$ cat config.mk
export PLATFORM = sky130hd
export DESIGN_NAME = timer_device
export DESIGN_NICKNAME = d
export VERILOG_FILES = /design/src/rtl/timer_device.sv
export SDC_FILE = /design/constraint.sdc
export NUM_CORES = 1
export LEC_CHECK = 0
export BUFFER_PORTS_ARGS = -buffer_cell sky130_fd_sc_hd__buf_4
export CAP_MARGIN = 20
export CORE_MARGIN = 4
export CORE_UTILIZATION = 40
export CTS_BUF_LIST = sky130_fd_sc_hd__clkbuf_4
export DETAILED_ROUTE_END_ITERATION = 7
export GPL_TIMING_DRIVEN = 0
export PLACE_DENSITY = 0.64
export SYNTH_ARGS = -nofsm -noshare
export SYNTH_HDL_FRONTEND = slang
export SYNTH_SLANG_ARGS = --single-unit
$ cat constraint.sdc
create_clock -name Clk -period 3.65 [get_ports Clk]
set_input_delay 0.365 -clock Clk [delete_from_list [all_inputs] [get_ports Clk]]
set_output_delay 0.365 -clock Clk [all_outputs]
set_load 0.005 [all_outputs]
$ cat src/rtl/timer_device.sv
// timer_device: programmable 32-bit down-counting timer with CTRL/PRESET/COUNT
// registers and a maskable interrupt line.
//
// Build option: define TIMER_AUTORELOAD_EN to make Mode 01 auto-reload. When it
// is undefined, every Mode value behaves as one-shot. The Mode field is still
// stored and read back either way.
module timer_device (
    input  logic        Clk,
    input  logic        Reset,
    input  logic [1:0]  Addr,
    input  logic        WE,
    input  logic [31:0] DIn,
    output logic [31:0] DOut,
    output logic        IRQ
);

    localparam logic [1:0] AddrCtrl   = 2'b00;
    localparam logic [1:0] AddrPreset = 2'b01;
    localparam logic [1:0] AddrCount  = 2'b10;

    typedef enum logic [1:0] {
        StIdle,
        StLoad,
        StCnt,
        StInt
    } state_e;

    state_e      state_q;
    logic        en_q;
    logic [1:0]  mode_q;
    logic        im_q;
    logic [31:0] preset_q;
    logic [31:0] count_q;
    logic        pending_q;

    logic        wr_ctrl;
    logic        wr_preset;
    logic        reload_mode;

    assign wr_ctrl   = WE && (Addr == AddrCtrl);
    assign wr_preset = WE && (Addr == AddrPreset);

`ifdef TIMER_AUTORELOAD_EN
    // Only Mode 01 reloads; Mode 1x falls back to one-shot.
    assign reload_mode = (mode_q == 2'b01);
`else
    assign reload_mode = 1'b0;
`endif

    // Counter FSM plus software register writes. Later assignments in this
    // block win, which sets the collision priorities: a software pending clear
    // is placed before the FSM so the CNT->INT pending set wins over it, and
    // the CTRL write is placed after the FSM so it wins over INT clearing
    // Enable.
    always_ff @(posedge Clk) begin
        if (Reset) begin
            state_q   <= StIdle;
            en_q      <= 1'b0;
            mode_q    <= 2'b00;
            im_q      <= 1'b0;
            preset_q  <= 32'd0;
            count_q   <= 32'd0;
            pending_q <= 1'b0;
        end else begin
            if (wr_ctrl || wr_preset) begin
                pending_q <= 1'b0;
            end

            unique case (state_q)
                StIdle: begin
                    if (en_q) begin
                        state_q <= StLoad;
                    end
                end
                StLoad: begin
                    count_q <= preset_q;
                    state_q <= StCnt;
                end
                StCnt: begin
                    if (!en_q) begin
                        state_q <= StIdle;
                    end else if (count_q > 32'd1) begin
                        count_q <= count_q - 32'd1;
                    end else begin
                        // COUNT of 1 or 0 both terminate the period at zero.
                        count_q   <= 32'd0;
                        pending_q <= 1'b1;
                        state_q   <= StInt;
                    end
                end
                StInt: begin
                    if (reload_mode) begin
                        pending_q <= 1'b0;
                        state_q   <= StLoad;
                    end else begin
                        en_q    <= 1'b0;
                        state_q <= StIdle;
                    end
                end
                default: begin
                    state_q <= StIdle;
                end
            endcase

            if (wr_ctrl) begin
                en_q   <= DIn[0];
                mode_q <= DIn[2:1];
                im_q   <= DIn[3];
            end
            if (wr_preset) begin
                preset_q <= DIn;
            end
        end
    end

    // Combinational read mux; unmapped address reads zero.
    always_comb begin
        DOut = 32'd0;
        unique case (Addr)
            AddrCtrl:   DOut = {28'd0, im_q, mode_q, en_q};
            AddrPreset: DOut = preset_q;
            AddrCount:  DOut = count_q;
            default:    DOut = 32'd0;
        endcase
    end

    // Interrupt is the masked pending flag.
    always_comb begin
        IRQ = im_q & pending_q;
    end

endmodule

# After elaboration in Yosys (flattened, before gate mapping)
# Index checks and enable logic that the tools add are counted.
dict set report word_totals {
  register_bits 71
  inputBits 37
  output_inout_bits 33
  elab_cells 41
}
dict set report classes {
  addsub 1
  n_lt_le_gt_ge 1
  eq_ne 8
  muxes 14
  bitwise_logic 1
  reduce_logical 9
}
# op n
set op_table {}
lappend op_table {{32-bit one-hot mux with 3 select lines} 1}
lappend op_table {{32-bit 2-to-1 mux} 2}
lappend op_table {{32-bit one-hot mux with 2 select lines} 1}
lappend op_table {{32-bit by 1-bit > comparator with 1-bit output, second input constant} 1}
lappend op_table {{32-bit by 1-bit subtractor with 32-bit output, second input constant} 1}
lappend op_table {{2-bit one-hot mux with 4 select lines} 1}
lappend op_table {{2-bit equality test, second input constant} 3}
lappend op_table {{1-bit 2-to-1 mux} 6}
lappend op_table {{2-bit 2-to-1 mux} 3}
lappend op_table {{2-bit by 1-bit equality test with 1-bit output, second input constant} 2}
lappend op_table {{2-bit zero test} 2}
lappend op_table {{2-bit inequality test, second input constant} 2}
lappend op_table {{2-bit AND reduction} 2}
lappend op_table {{2-bit nonzero test} 2}
lappend op_table {{3-bit inequality test, second input constant} 1}
lappend op_table {{1-bit logical AND} 2}
lappend op_table {{1-bit bitwise AND} 1}
lappend op_table {{1-bit logical OR} 1}

# Logic depth before layout (Yosys ltp)
dict set report logic_depth {
  ltp_word 7
  mapped_depth 8
  mapped_depth_nobuf 7
}

# Worst setup path after synthesis
# OpenSTA, ideal clock, no wires.
dict set report synth_timing {
  path_kind {register to register}
  from {register count_q[10]}
  to {register count_q[21]}
  setup_time_ns 0.122
  arrival_ns 2.034
  required_ns 3.528
  slack_ns 1.494
  path_stages_with_launch 8
  n_path_buf 2
  period_less_slack_ns 2.156
  path_cell_list {dfxtp_1 -> or3_1 -> buf_6 -> or4_4 -> buf_6 -> o31a_1 -> o211ai_1 -> a21oi_1}
}
dict set report synth_via {
  elab_chain_cells 4
  elab_cells_between_ends 5
  classes_between {add/sub (1); order compare (1); mux (3)}
}
# item line_no
set synth_rtl {}
lappend synth_rtl {{start: declaration} 33} ;# logic [31:0] count_q;
lappend synth_rtl {{start signal: assignment} 76} ;# count_q <= preset_q;
lappend synth_rtl {{start signal: assignment} 83} ;# count_q <= count_q - 32'd1;
lappend synth_rtl {{32-bit by 1-bit subtractor with 32-bit output / 32-bit by 1-bit > comparator with 1-bit output (equally long branches)} {83, 82}}
lappend synth_rtl {{32-bit 2-to-1 mux *} 82} ;# end else if (count_q > 32'd1) begin
lappend synth_rtl {{32-bit 2-to-1 mux *} 80} ;# if (!en_q) begin
lappend synth_rtl {{32-bit one-hot mux with 2 select lines *} 69} ;# unique case (state_q)
# Mark *: on every way between the ends. The rest lies on a longest branch, timed or not. The select of a mux whose other input is x is not followed.
# A chain may end at the register's enable or synchronous reset.

# Worst setup path in the final report
dict set report layout_timing {
  from {input port Addr[1]}
  to {output port DOut[28]}
}
dict set report layout_via {
  elab_chain_cells 2
  elab_cells_between_ends 4
  classes_between {eq/ne (2); mux (1); reduce/logical (1)}
}
# item line_no
set layout_rtl {}
lappend layout_rtl {{start: declaration} 10} ;# input logic [1:0] Addr,
lappend layout_rtl {{2-bit equality test (tied with other cells)} 119} ;# unique case (Addr)
lappend layout_rtl {{32-bit one-hot mux with 3 select lines *} 119}
lappend layout_rtl {{end: declaration} 13} ;# output logic [31:0] DOut,
# Mark *: on every way between the ends. The rest lies on a longest branch, timed or not.

==> reports/summary.json <==
{
  "place_congestion": 0.903,
  "layout-drive-gt1-share_pct": 15.7,
  "die_x_extent_um": 109,
  "num_vias": 4611,
  "die_area_um2": 11900,
  "die_height_um": 109,
  "crit_path_cell_trace": "clkbuf_1 > nor2b_1 > clkbuf_1 > buf_1 > a22o_1 > buf_4",
  "postSynthRegisterBits": 71,
  "cts_max_level": 3,
  "dpl-instance-area_um2": 4740,
  "grt_antenna_before_repair": 0,
  "syn_area_um2": 4070,
  "slew-limit-headroom_pct": 35.4,
  "io_buffer_count": 67,
  "min_path_type": "in2reg",
  "postRouteWirelength_um": 15600,
  "number_of_synthesized_flops_with_an_enable_pin": 0,
  "synthDistinctLibCells": 54,
  "critical_path_buf_inv_count": 4,
  "postSynthNetCount": 587,
  "wl_per_cell_um": 20.4,
  "yosys_warnings": 0,
  "max-vdd-ir-drop_mv": 0.146,
  "area_growth_pct": 19.6,
  "cap_violations": 0,
  "async_reset_ff_share_pct": 0,
  "antennaDiodeCount": 0,
  "number_of_antenna_violating_nets_in_the_routed_design": 0,
  "synth_sequential_area_ratio_pct": 34.9,
  "worst_path_dominant_cell_family": "buffers and inverters",
  "switching_share_pct": 32.2,
  "largest_net_degree_at_the_start_of_global_routing": 13,
  "initial_utilization_pct": 41.3,
  "detail_route.vias_per_cell": 6.04,
  "comb_power_share_pct": 18.6,
  "grt.overflow.total": 0,
  "period_minus_slack_ps": 2890,
  "clockRootBuffer": "sky130_fd_sc_hd__clkbuf_4",
  "p_per_area_nw_per_um2": 338,
  "pwr-share-clk_pct": 31.6,
  "final-setup-viol-count": 0,
  "critical_path.endpoint_type": "primary output",
  "tritoncts_num_sinks": 71,
  "power.net_switching_uw": 530,
  "placement_rows": 36,
  "crit_type": "in2out",
  "grt_pass1_wl_um": 24000,
  "timing_max_transition_violations_final": 0,
  "final.period_utilization_pct": 79.2,
  "remaining_drc_errors": 0,
  "cts_buffer_depth": 2,
  "clkLatencyLatePin_ps": 440,
  "seq_power_share_pct": 49.7,
  "worst_path_largest_cell_delay_ps": 640,
  "yosys_most_used_dff": "sky130_fd_sc_hd__dfxtp_1",
  "crit_path_max_fanout": 10,
  "postCtsResizedCells": 0,
  "critical_path_arrival_ps": 2530,
  "crit_path_slowest_cell": "sky130_fd_sc_hd__clkbuf_1",
  "fin_worst_skew_ps": 19.4,
  "floorplan.core_area_um2": 9860,
  "total_leakage_power_nw": 1.85,
  "rsz0062_at_grt": "false",
  "timing.critical_path.mode_cell": "sky130_fd_sc_hd__clkbuf_1",
  "hpwlAfterDp_um": 10800,
  "tns_ps": 0,
  "power_mw": 1.64,
  "clkTransAtPathRegs_ps": 140,
  "timing.fmax_ghz": 0.346,
  "run_status": "completed",
  "grt_pass1_vias": 4350,
  "design_area_um2": 4870,
  "synthesis.instances": 548,
  "cts_tree": "done",
  "postCtsHoldBufs": 0,
  "final_hold_viol_count": 0,
  "synth.avg_cell_area_um2": 7.43,
  "drt_first_pass_iters": 6,
  "globalRouteTotalUtil_pct": 26.7,
  "layout_common_cells": "93 x sky130_fd_sc_hd__nand2_1, 71 x sky130_fd_sc_hd__dfxtp_1, 67 x sky130_fd_sc_hd__buf_4",
  "finalNetCount": 665,
  "worstPathRequired_ps": 3280,
  "boundaryPins": 70,
  "setup.worst_path.start_class": "input pin",
  "final_common_cell": "sky130_fd_sc_hd__nand2_1",
  "post_cts_repair_setup_buffers": 0,
  "drt-initial-drc-count": 343,
  "num_cts_buffers": 9,
  "worst_slew_pin_slew_ps": 966,
  "power.internal_mw": 1.11
}
power groups by stage:
stage          combinational [mW]  sequential [mW]  clock [mW]
6_report                    0.306            0.818       0.520
5_1_grt                     0.328            0.821       0.559
4_1_cts                     0.302            0.817       0.517
3_5_place_dp                0.300            0.834           0
3_3_place_gp                0.297            0.834           0
2_1_floorplan               0.188            0.827           0
tightest hold or removal path: cells and delay by family:
family / cells / cell delay (ps)
AND/OR/NAND/NOR: 1 / 40
buffers and inverters: 1 / 110
AO/OA/AOI/OAI: 1 / 50
synthesized netlist by cell type, types with 9 or more instances:
master                     number  area share [%]
sky130_fd_sc_hd__a211oi_1      17             3.1
sky130_fd_sc_hd__nor4_1        12             1.8
sky130_fd_sc_hd__nor3_1         9             1.1
sky130_fd_sc_hd__nand3_1       23             2.8
sky130_fd_sc_hd__clkbuf_1      44             4.1
sky130_fd_sc_hd__dfxtp_1       71              35
sky130_fd_sc_hd__nand4_1        9             1.4
sky130_fd_sc_hd__a22o_1        28             6.0
sky130_fd_sc_hd__a21oi_1       61             7.5
sky130_fd_sc_hd__nor2_1        30             2.8
sky130_fd_sc_hd__nand2_1       93             8.6
sky130_fd_sc_hd__inv_1         10            0.92
sky130_fd_sc_hd__o21ai_0       38             4.7
kinds of logic after synthesis:
family	Yosys count	synth area share, %
buffers and inverters	61	6.12
AOI/OAI and AO/OA	190	30.2
adders and majority gates	2	0.615
xor gates and xnor gates	2	0.430
muxes	9	2.24
DFF	71	34.9
and+or+nand+nor	213	25.5
flip-flops by register name, indices dropped and copies added (netlist names):
register	count
preset_q	32
count_q	32
im_q	1
state_q	2
en_q	1
pending_q	1
mode_q	2
metal layers:
| layer | GRT usage, % | part of all wire [%] | vias to the layer above |
|---|---|---|---|
| met2 | 41.8 | 46 | 215 |
| li1 | - | - | 2174 |
| met4 | 10.8 | 2.5 | 0 |
| met1 | 36.9 | 44 | 2189 |
| met5 | 0 | 0 | - |
| met3 | 3.85 | 7.1 | 33 |
cell type report:
| class | instances | area (µm²) |
|---|---|---|
| plain buffers | 51 | 211 |
| well taps | 133 | 166 |
| inverters | 10 | 37.5 |
| clock buffers | 9 | 67.6 |
| fillers | 1014 | 4990 |
| flip-flops and latches | 71 | 1420 |
| clock inverters | 6 | 61.3 |
| multi-input cells | 416 | 2400 |
| repair buffers | 67 | 503 |
metrics by stage:
| stage | cells | utilization (%) | hold slack (ps) | setup slack, ps |
|---|---|---|---|---|
| 2_1_floorplan | 548 | - | 446 | 1490 |
| 3_3_place_gp | 748 | 48.1 | 463 | 855 |
| 3_5_place_dp | 748 | 48.1 | 462 | 832 |
| 4_1_cts | 763 | 49.4 | 149 | 826 |
| 5_1_grt | 763 | 49.4 | 137 | 714 |
| 6_report | 763 | 49.4 | 155 | 760 |
path summary, 6_finish.rpt:
path / end / startpoint / depth (start not counted) / slack, ps
max: DOut[28] / Addr[1] / 6 / 760
min reg2reg: preset_q[14] / preset_q[14] / 2 / 480
max reg2reg: count_q[24] / count_q[0] / 7 / 830
min: preset_q[8] / DIn[8] / 3 / 150
Note: power is estimated with default switching activity, not from simulation.
